==> src/rtl/uart_pkg.sv <==
// Shared UART definitions: receiver FSM encoding, debug command characters
// and the baud divisor helpers used by the receiver and the future transmitter.
package uart_pkg;

    typedef enum logic [1:0] {
        S_IDLE  = 2'd0,
        S_START = 2'd1,
        S_DATA  = 2'd2,
        S_STOP  = 2'd3
    } uart_state_e;

    localparam logic [7:0] CMD_CONT = 8'h63;
    localparam logic [7:0] CMD_STEP = 8'h73;
    localparam logic [7:0] CMD_LOAD = 8'h64;
    localparam logic [7:0] CMD_NEXT = 8'h6E;

    // Clocks per oversample tick, never below 1 so a tick always exists.
    function automatic int calc_divisor(input int clk_freq, input int baud_rate,
                                        input int oversample);
        int d;
        d = clk_freq / (baud_rate * oversample);
        return (d < 1) ? 1 : d;
    endfunction

    function automatic int width_min1(input int n);
        return (n > 1) ? $clog2(n) : 1;
    endfunction

endpackage

==> src/rtl/baud_tick_gen.sv <==
// Free-running oversample tick divisor with a synchronous restart, so a
// receiver can phase-align its ticks to the detected start edge.
module baud_tick_gen
    import uart_pkg::*;
#(
    parameter int DIVISOR = 1
) (
    input  logic i_clk,
    input  logic i_reset,
    input  logic i_restart,
    output logic o_tick
);

    localparam int CW = width_min1(DIVISOR);
    localparam logic [CW-1:0] CNT_LAST = CW'(DIVISOR - 1);

    logic [CW-1:0] cnt_q;
    logic [CW-1:0] cnt_d;

    always_comb begin
        cnt_d = cnt_q + 1'b1;
        if (i_restart || (cnt_q == CNT_LAST)) begin
            cnt_d = '0;
        end
    end

    assign o_tick = (cnt_q == CNT_LAST);

    always_ff @(posedge i_clk or negedge i_reset) begin
        if (!i_reset) begin
            cnt_q <= '0;
        end else begin
            cnt_q <= cnt_d;
        end
    end

endmodule

==> src/rtl/uart_rx_unit.sv <==
// UART receiver for the debug unit: synchronises RX, deserialises LSB-first
// frames and holds each good byte behind a flag until the debug unit clears it.
module uart_rx_unit
    import uart_pkg::*;
#(
    parameter int CLK_FREQ   = 50_000_000,
    parameter int BAUD_RATE  = 9600,
    parameter int OVERSAMPLE = 16,
    parameter int SIZE_TRAMA = 8
) (
    input  logic                  i_clk,
    input  logic                  i_reset,
    input  logic                  i_rx,
    input  logic                  i_rx_clear,
    output logic                  o_rx_flag_ready,
    output logic [SIZE_TRAMA-1:0] o_rx_data,
    output logic                  o_rx_overrun,
    output logic                  o_frame_error,
    output logic                  o_rx_busy
);

    localparam int DIVISOR = calc_divisor(CLK_FREQ, BAUD_RATE, OVERSAMPLE);
    localparam int OW      = width_min1(OVERSAMPLE);
    localparam int BW      = width_min1(SIZE_TRAMA);

    localparam logic [OW-1:0] OS_MID   = OW'(OVERSAMPLE / 2 - 1);
    localparam logic [OW-1:0] OS_LAST  = OW'(OVERSAMPLE - 1);
    localparam logic [BW-1:0] BIT_LAST = BW'(SIZE_TRAMA - 1);

    logic sync1_q, sync1_d;
    logic sync2_q, sync2_d;
    logic rx_s;

    uart_state_e            state_q, state_d;
    logic [OW-1:0]          os_cnt_q, os_cnt_d;
    logic [BW-1:0]          bit_idx_q, bit_idx_d;
    logic [SIZE_TRAMA-1:0]  shreg_q, shreg_d;
    logic [SIZE_TRAMA-1:0]  data_q, data_d;
    logic                   flag_q, flag_d;
    logic                   overrun_q, overrun_d;
    logic                   frame_err_q, frame_err_d;

    logic tick;
    logic restart;
    logic done_good;
    logic done_bad;

    // Debug view of the receiver FSM for checkers and waveform reading.
    uart_state_e dbg_state;
    assign dbg_state = state_q;

    always_comb begin
        sync1_d = i_rx;
        sync2_d = sync1_q;
    end

    assign rx_s = sync2_q;

    // Holding the divisor in restart while idle aligns ticks to the start edge.
    assign restart = (state_q == S_IDLE);

    baud_tick_gen #(
        .DIVISOR (DIVISOR)
    ) u_tick (
        .i_clk     (i_clk),
        .i_reset   (i_reset),
        .i_restart (restart),
        .o_tick    (tick)
    );

    always_comb begin
        state_d   = state_q;
        os_cnt_d  = os_cnt_q;
        bit_idx_d = bit_idx_q;
        shreg_d   = shreg_q;
        done_good = 1'b0;
        done_bad  = 1'b0;
        case (state_q)
            S_IDLE: begin
                os_cnt_d  = '0;
                bit_idx_d = '0;
                if (!rx_s) begin
                    state_d = S_START;
                end
            end
            S_START: begin
                if (tick) begin
                    if (os_cnt_q == OS_MID) begin
                        os_cnt_d  = '0;
                        bit_idx_d = '0;
                        state_d   = rx_s ? S_IDLE : S_DATA;
                    end else begin
                        os_cnt_d = os_cnt_q + 1'b1;
                    end
                end
            end
            S_DATA: begin
                if (tick) begin
                    if (os_cnt_q == OS_LAST) begin
                        os_cnt_d = '0;
                        shreg_d  = {rx_s, shreg_q[SIZE_TRAMA-1:1]};
                        if (bit_idx_q == BIT_LAST) begin
                            state_d = S_STOP;
                        end else begin
                            bit_idx_d = bit_idx_q + 1'b1;
                        end
                    end else begin
                        os_cnt_d = os_cnt_q + 1'b1;
                    end
                end
            end
            S_STOP: begin
                if (tick) begin
                    if (os_cnt_q == OS_LAST) begin
                        os_cnt_d  = '0;
                        state_d   = S_IDLE;
                        done_good = rx_s;
                        done_bad  = !rx_s;
                    end else begin
                        os_cnt_d = os_cnt_q + 1'b1;
                    end
                end
            end
            default: begin
                state_d = S_IDLE;
            end
        endcase
    end

    // A completing good byte always wins over a same-cycle clear.
    always_comb begin
        data_d      = data_q;
        flag_d      = flag_q;
        overrun_d   = overrun_q;
        frame_err_d = frame_err_q;
        if (i_rx_clear) begin
            flag_d      = 1'b0;
            overrun_d   = 1'b0;
            frame_err_d = 1'b0;
        end
        if (done_good) begin
            flag_d = 1'b1;
            data_d = shreg_q;
            if (flag_q && !i_rx_clear) begin
                overrun_d = 1'b1;
            end
        end
        if (done_bad) begin
            frame_err_d = 1'b1;
        end
    end

    always_ff @(posedge i_clk or negedge i_reset) begin
        if (!i_reset) begin
            sync1_q     <= 1'b1;
            sync2_q     <= 1'b1;
            state_q     <= S_IDLE;
            os_cnt_q    <= '0;
            bit_idx_q   <= '0;
            shreg_q     <= '0;
            data_q      <= '0;
            flag_q      <= 1'b0;
            overrun_q   <= 1'b0;
            frame_err_q <= 1'b0;
        end else begin
            sync1_q     <= sync1_d;
            sync2_q     <= sync2_d;
            state_q     <= state_d;
            os_cnt_q    <= os_cnt_d;
            bit_idx_q   <= bit_idx_d;
            shreg_q     <= shreg_d;
            data_q      <= data_d;
            flag_q      <= flag_d;
            overrun_q   <= overrun_d;
            frame_err_q <= frame_err_d;
        end
    end

    assign o_rx_flag_ready = flag_q;
    assign o_rx_data       = data_q;
    assign o_rx_overrun    = overrun_q;
    assign o_frame_error   = frame_err_q;
    assign o_rx_busy       = (dbg_state != S_IDLE);

endmodule

==> config.mk <==
export PLATFORM = sky130hd
export DESIGN_NAME = uart_rx_unit
export DESIGN_NICKNAME = d
export VERILOG_FILES = /design/src/rtl/uart_pkg.sv /design/src/rtl/baud_tick_gen.sv /design/src/rtl/uart_rx_unit.sv
export SDC_FILE = /design/constraint.sdc
export NUM_CORES = 1
export LEC_CHECK = 0
export CAP_MARGIN = 30
export CORE_UTILIZATION = 40
export CTS_CLUSTER_SIZE = 14
export DETAILED_ROUTE_END_ITERATION = 12
export GPL_ROUTABILITY_DRIVEN = 1
export PLACE_DENSITY_LB_ADDON = 0.2
export SETUP_SLACK_MARGIN = 0.3
export SLEW_MARGIN = 20
export SYNTH_ARGS = -nofsm -noshare
export SYNTH_HDL_FRONTEND = slang
export SYNTH_HIERARCHICAL = 1
export SYNTH_SLANG_ARGS = --single-unit
==> constraint.sdc <==
create_clock -name i_clk -period 2.5 [get_ports i_clk]
set_clock_uncertainty 0.1 [all_clocks]
set_input_delay 0.625 -clock i_clk [delete_from_list [all_inputs] [get_ports i_clk]]
set_output_delay 0.625 -clock i_clk [all_outputs]
set_load 0.01 [all_outputs]
==> impl_metrics.tcl, run 1 <==
set metrics [dict create \
    outcome "completed" \
    met2_usage 0.259 \
    grt_pass1_vias 1265 \
    vdd_drop_max_mv 0.284 \
    ys_seq_area_frac 0.534 \
    grt_overflow 0 \
    fp.dieW_um 69.7 \
    tns_ps 0 \
    yosysMostFrequentCell "dfrtp_1" \
    io_pins 16 \
    cts-hold-fix-buffers 0 \
    async_reset_ff_frac 1.00 \
    drc 0 \
    drive_gt1_frac 0.323 \
    maxSlewHeadroom 0.636 \
    clkPwrFrac 0.392 \
    firstDrtPassIters 4 \
    design_area_um2 2280 \
    rsz0062_at_grt "yes" \
    synthTopCellsByArea "dfrtp_1, mux2_4, mux2_2" \
    synth_area_per_cell_um2 12.0 \
    drv_slew 0 \
    grt_max_degree 40 \
    routedWlPerCell_um 14.7 \
    worstSetupStartpointType "flip-flop" \
    ys.warnings.count 6 \
    finalPower_w 0.00108 \
    drt.antenna.violating_nets 0 \
    power_frac_seq 0.588 \
    p_comb_frac 0.020 \
    dpl_cell_area_um2 2040 \
    drv_cap 0 \
    wirelength_um 3510 \
    path_delay_family "simple AND/OR/NAND/NOR gates" \
    tritoncts "yes" \
    crit_fanout 8 \
    area_growth_pct 24.4 \
    die_y_um 69.7 \
    synth_common_cells "dfrtp_1, nand2_1, inv_1, nor2_1" \
    met3_usage 0.0422 \
    finalCritPeriodShare 0.847 \
    grtUsageMet1 0.191 \
    intPower_w 0.000834 \
    power_switching_w 0.000244 \
    synth_top_area_share 0.505 \
    p_sw_frac 0.226 \
    synth_area_um2 1830 \
    finalHoldViolCount 0 \
    place_hpwl_um 2330 \
    power_leakage_nw 1.05 \
    ys_types 42 \
    pwr_density_cell_nw_per_um2 473 \
    fp-row-count 24 \
    clockBufferDepth 2 \
    setup_violations 0 \
    htree_num_levels 2 \
    nets 194 \
    worst_pin_slew_ps 541 \
    numCtsBuffers 5 \
    fill_cells 380 \
    critPathMaxStageDelay_ps 430 \
    path_clk_slew_ps 80 \
    postLayoutCoreUtil 0.520 \
    grt_use_total 0.158 \
    cp-end-kind "flip-flop" \
    grt_first_pass_wirelength_um 5930 \
    vias 1231 \
    rrSetupSlack_ps 380 \
    path_cells "nand4bb_4 -> nor4_4 -> buf_4 -> nand3_2 -> nor3_2 -> buf_6 -> mux2_2" \
    core_region_area_um2 4380 \
    max_freq_mhz 473 \
    synth_edf_count 0 \
    hp-class "input pin to asynchronous set/reset pin" \
    grt_antenna_before_repair 0 \
    clk_latency_ps 290 \
    clockRootBuffer "clkbuf_8" \
    io_buffers 15 \
    crit_arrival_ps 2190 \
    numClockSinks 39 \
    gp_congestion 0.809 \
    ys_seq_elements 39 \
    critPathKind "flip-flop to flip-flop" \
    synth_ff_type "dfrtp_1" \
    finalCriticalPeriod_ps 2120 \
    synthCells 153 \
    required_ps 2580 \
    start_util 0.418 \
    syn_nets 162 \
    drt-initial-drc-count 52 \
    die-area_um2 4860 \
    crit_path_top_delay_cell "dfrtp_2" \
    grt-busiest-layer "met2" \
    synth_top_area_cell "dfrtp_1" \
    routed_via_density 5.17 \
    critical_path_buf_inv_count 2 \
    diodes 0 \
]
==> power groups by stage <==
stage               Clock [W]  Combinational [W]  Sequential [W]
finish               0.000423          0.0000214        0.000635
global route         0.000457          0.0000244        0.000635
CTS                  0.000433          0.0000186        0.000635
detailed placement          0          0.0000181        0.000647
global placement            0          0.0000174        0.000647
floorplan                   0         0.00000110        0.000647
==> per-layer routing <==
layer / wire [um] / up-vias
met4: 61 / 0
met2: 1760 / 19
met5: 0 / -
li1: - / 602
met1: 1570 / 604
met3: 119 / 6
==> worst paths after layout <==
| kind | endpoint | from | cells after the start |
|---|---|---|---|
| setup / recovery | shreg_q[7]$_DFFE_PN0P_ | u_tick/cnt_q[5]$_DFF_PN0_ | 7 |
| hold / removal | os_cnt_q[3]$_DFFE_PN0P_ | i_reset | 1 |
| setup reg to reg | shreg_q[7]$_DFFE_PN0P_ | u_tick/cnt_q[5]$_DFF_PN0_ | 7 |
| hold reg to reg | rx_s$_DFF_PN1_ | sync1_q$_DFF_PN1_ | 0 |
| max in group asynchronous | sync1_q$_DFF_PN1_ | i_reset | 2 |
| min in group i_clk | rx_s$_DFF_PN1_ | sync1_q$_DFF_PN1_ | 0 |
==> worst register-to-register path, stage by stage (launching register included) <==
cell and delay, ps:
dfrtp_2 430, nand4bb_4 250, nor4_4 250, buf_4 190
nand3_2 90, nor3_2 180, buf_6 170, mux2_2 340
==> layout make-up <==
| class | count | area [um2] | area share |
|---|---|---|---|
| flip-flops and latches | 39 | 980 | 0.430 |
| multi-input cells | 99 | 836 | 0.366 |
| repair buffers | 31 | 278 | 0.122 |
| clock buffers | 5 | 68.8 | 0.0302 |
| well taps | 52 | 65.1 | 0.0285 |
| inverters | 9 | 33.8 | 0.0148 |
| clock inverters | 3 | 20.0 | 0.00878 |
==> cell usage in the layout (no fill, tap or decap), types with 2 or more instances in the layout <==
master	count
mux2_4	8
buf_4	13
nand2_2	2
o2bb2ai_1	3
ha_1	5
or3_1	4
xor2_1	3
dfstp_2	2
o21ai_0	4
clkbuf_8	5
nor2_1	9
buf_2	2
nand3_1	4
nand2b_1	2
and2_1	2
clkdlybuf4s50_1	13
a21oi_1	7
mux2_2	8
dfrtp_1	36
nand2_1	9
a311oi_1	2
nand4_2	2
o21a_1	2
clkinvlp_4	2
inv_1	9
or3_4	2
==> sequential cells by signal, summed over array words and instances, names as in the netlist, named ones only <==
register,count
bit_idx_q,3
dbg_state,1
o_frame_error,1
o_rx_data,8
o_rx_flag_ready,1
o_rx_overrun,1
os_cnt_q,4
rx_s,1
shreg_q,8
sync1_q,1
u_tick/cnt_q,9
==> kinds of logic after synthesis <==
logic type,synth area share
fa+ha+maj,0.0341
compound gates,0.109
simple gates,0.143
mux,0.120
buf+inv,0.0416
flops,0.534
xor+xnor,0.0191
==> per-stage QoR <==
step / hold WS, ps / setup WS [ps] / std cells
after floorplan: 229 / 352 / 153
after global placement: 256 / 175 / 218
after detailed placement: 256 / 104 / 218
after CTS: 268 / 308 / 235
after global routing: 54.9 / 271 / 238
final: 55.3 / 384 / 238
==> repair_timing <==
action,4_1_cts,5_1_grt
endpoints found under the setup margin,17,19
resized for setup,6,6
cloned,2,0
endpoints found under the hold margin,0,0
buffers inserted,7,2
pin swaps,1,3
Note: power is estimated with default switching activity, not from simulation.
==> run 2: changes to the inputs <==
==> constraint.sdc (replaced) <==
create_clock -name i_clk -period 1.8 [get_ports i_clk]
set_clock_uncertainty 0.1 [all_clocks]
set_input_delay 0.45 -clock i_clk [delete_from_list [all_inputs] [get_ports i_clk]]
set_output_delay 0.45 -clock i_clk [all_outputs]
set_load 0.01 [all_outputs]
==> impl_metrics.tcl, run 2 (synthesis gave the netlist of run 1 again) <==
set metrics [dict create \
    crit_arrival_ps 2160 \
    pwr_density_cell_nw_per_um2 631 \
    diodes 0 \
    cp-end-kind "flip-flop" \
    grt_use_total 0.177 \
    critPathKind "flip-flop to flip-flop" \
    routedWlPerCell_um 14.8 \
    drive_gt1_frac 0.521 \
    grt_pass1_vias 1421 \
    path_clk_slew_ps 80 \
    grt_antenna_before_repair 0 \
    area_growth_pct 41.9 \
    grt_first_pass_wirelength_um 6670 \
    fp.dieW_um 69.7 \
    fp-row-count 24 \
    crit_path_top_delay_cell "dfrtp_1" \
    drv_slew 0 \
    layout_commonest_cell "dfrtp_1" \
    routed_via_density 5.22 \
    numClockSinks 39 \
    drc 0 \
    worstSetupStartpointType "flip-flop" \
    design_area_um2 2600 \
    die-area_um2 4860 \
    finalCriticalPeriod_ps 2080 \
    io_buffers 15 \
    vdd_drop_max_mv 0.590 \
    rsz0062_at_grt "yes" \
    gp_congestion 0.807 \
    crit_fanout 5 \
    clockRootBuffer "clkbuf_8" \
    outcome "finished, violations left" \
    rrSetupSlack_ps -280 \
    fill_cells 355 \
    setup_violations 26 \
    wirelength_um 3960 \
    grt_max_degree 40 \
    start_util 0.418 \
    drv_cap 0 \
    firstDrtPassIters 5 \
    die_y_um 69.7 \
    top_register "u_tick/cnt_q" \
    core_region_area_um2 4380 \
    cts-hold-fix-buffers 0 \
    clk_latency_ps 300 \
    critPathMaxStageDelay_ps 400 \
    vias 1394 \
    largest_register_ffs 9 \
    hp-class "input pin to asynchronous set/reset pin" \
    nets 223 \
    required_ps 1880 \
    violations "setup timing" \
    max_freq_mhz 481 \
    worst_slack_ps -281 \
    finalHoldViolCount 0 \
    finalCritPeriodShare 1.16 \
    tritoncts "yes" \
    drt-initial-drc-count 54 \
    grt_overflow 0 \
    finalPower_w 0.00164 \
    final_cell_mix "dfrtp_1, buf_4, buf_6, clkbuf_2" \
    place_hpwl_um 2600 \
    maxSlewHeadroom 0.675 \
    io_pins 16 \
    path_cells "nand4bb_4 -> nor4_4 -> buf_4 -> nand2_4 -> or3_4 -> buf_6 -> mux2_4" \
    numCtsBuffers 5 \
    clockBufferDepth 2 \
    drt.antenna.violating_nets 0 \
    power_leakage_nw 1.27 \
    worst_pin_slew_ps 487 \
    dpl_cell_area_um2 2260 \
    htree_num_levels 2 \
]
-- run 2: changes by cell type in the layout (fill, tap and decap cells not counted), sizes merged --
cell,previous run,this run
buf,17,48
clkdlybuf4s50,13,2
clkbuf,5,14
clkdlybuf4s15,0,2
clkinvlp,2,0
bufinv,0,1
clkinv,1,2
dlygate4sd2,1,0
or3,6,5
-- run 2: path summary, 6_finish.rpt --
kind / from / end / depth (start not counted)
setup / recovery: u_tick/cnt_q[7]$_DFF_PN0_ / o_rx_data[6]$_DFFE_PN0P_ / 7
hold / removal: i_reset / os_cnt_q[1]$_DFFE_PN0P_ / 2
setup reg to reg: u_tick/cnt_q[7]$_DFF_PN0_ / o_rx_data[6]$_DFFE_PN0P_ / 7
hold reg to reg: sync1_q$_DFF_PN1_ / rx_s$_DFF_PN1_ / 0
max in group asynchronous: i_reset / sync1_q$_DFF_PN1_ / 2
min in group i_clk: sync1_q$_DFF_PN1_ / rx_s$_DFF_PN1_ / 0
-- run 2: stage by stage --
stage	cells	setup WS (ps)	hold WS, ps	util	setup TNS [ps]
2_1_floorplan	153	-266	54.4	-	-3980
3_3_place_gp	242	-309	251	0.515	-4860
3_5_place_dp	242	-370	249	0.515	-6280
4_1_cts	262	-297	114	0.579	-5420
5_1_grt	267	-328	137	0.593	-7170
6_report	267	-281	91.8	0.593	-5460
-- run 2: critical path, delay by kind of cell (launching register included) --
kind | cells | cell delay (ps)
buffers and inverters | 2 | 320
DFF | 1 | 400
muxes | 1 | 290
and+or+nand+nor | 4 | 870
-- run 2: area by class of cell --
cell class	count	area [um2]	area share
clock buffers	5	68.8	0.0265
repair buffers	61	497	0.191
inverters	9	33.8	0.0130
clock inverters	3	43.8	0.0168
multi-input cells	98	915	0.352
flip-flops and latches	39	978	0.376
well taps	52	65.1	0.0250
-- run 2: repair_timing --
action	4_1_cts	5_1_grt
setup endpoints to repair	48	46
buffers inserted	11	5
gates resized for setup	48	25
cloned	1	0
pin swaps	3	4
-- run 2: layer usage --
layer  up-vias  global-route usage  part of all wire
met3         5              0.0567             0.023
met1       709               0.227              0.45
met2        20               0.290              0.51
met5         -                   0                 0
met4         0              0.0467             0.012
li1        660                   -                 -
-- run 2: where the power goes --
part	internal (W)	switching (W)	total, W
logic	0.00000849	0.0000208	0.0000293
registers	0.000880	0.00000115	0.000881
clock network	0.000413	0.000318	0.000730
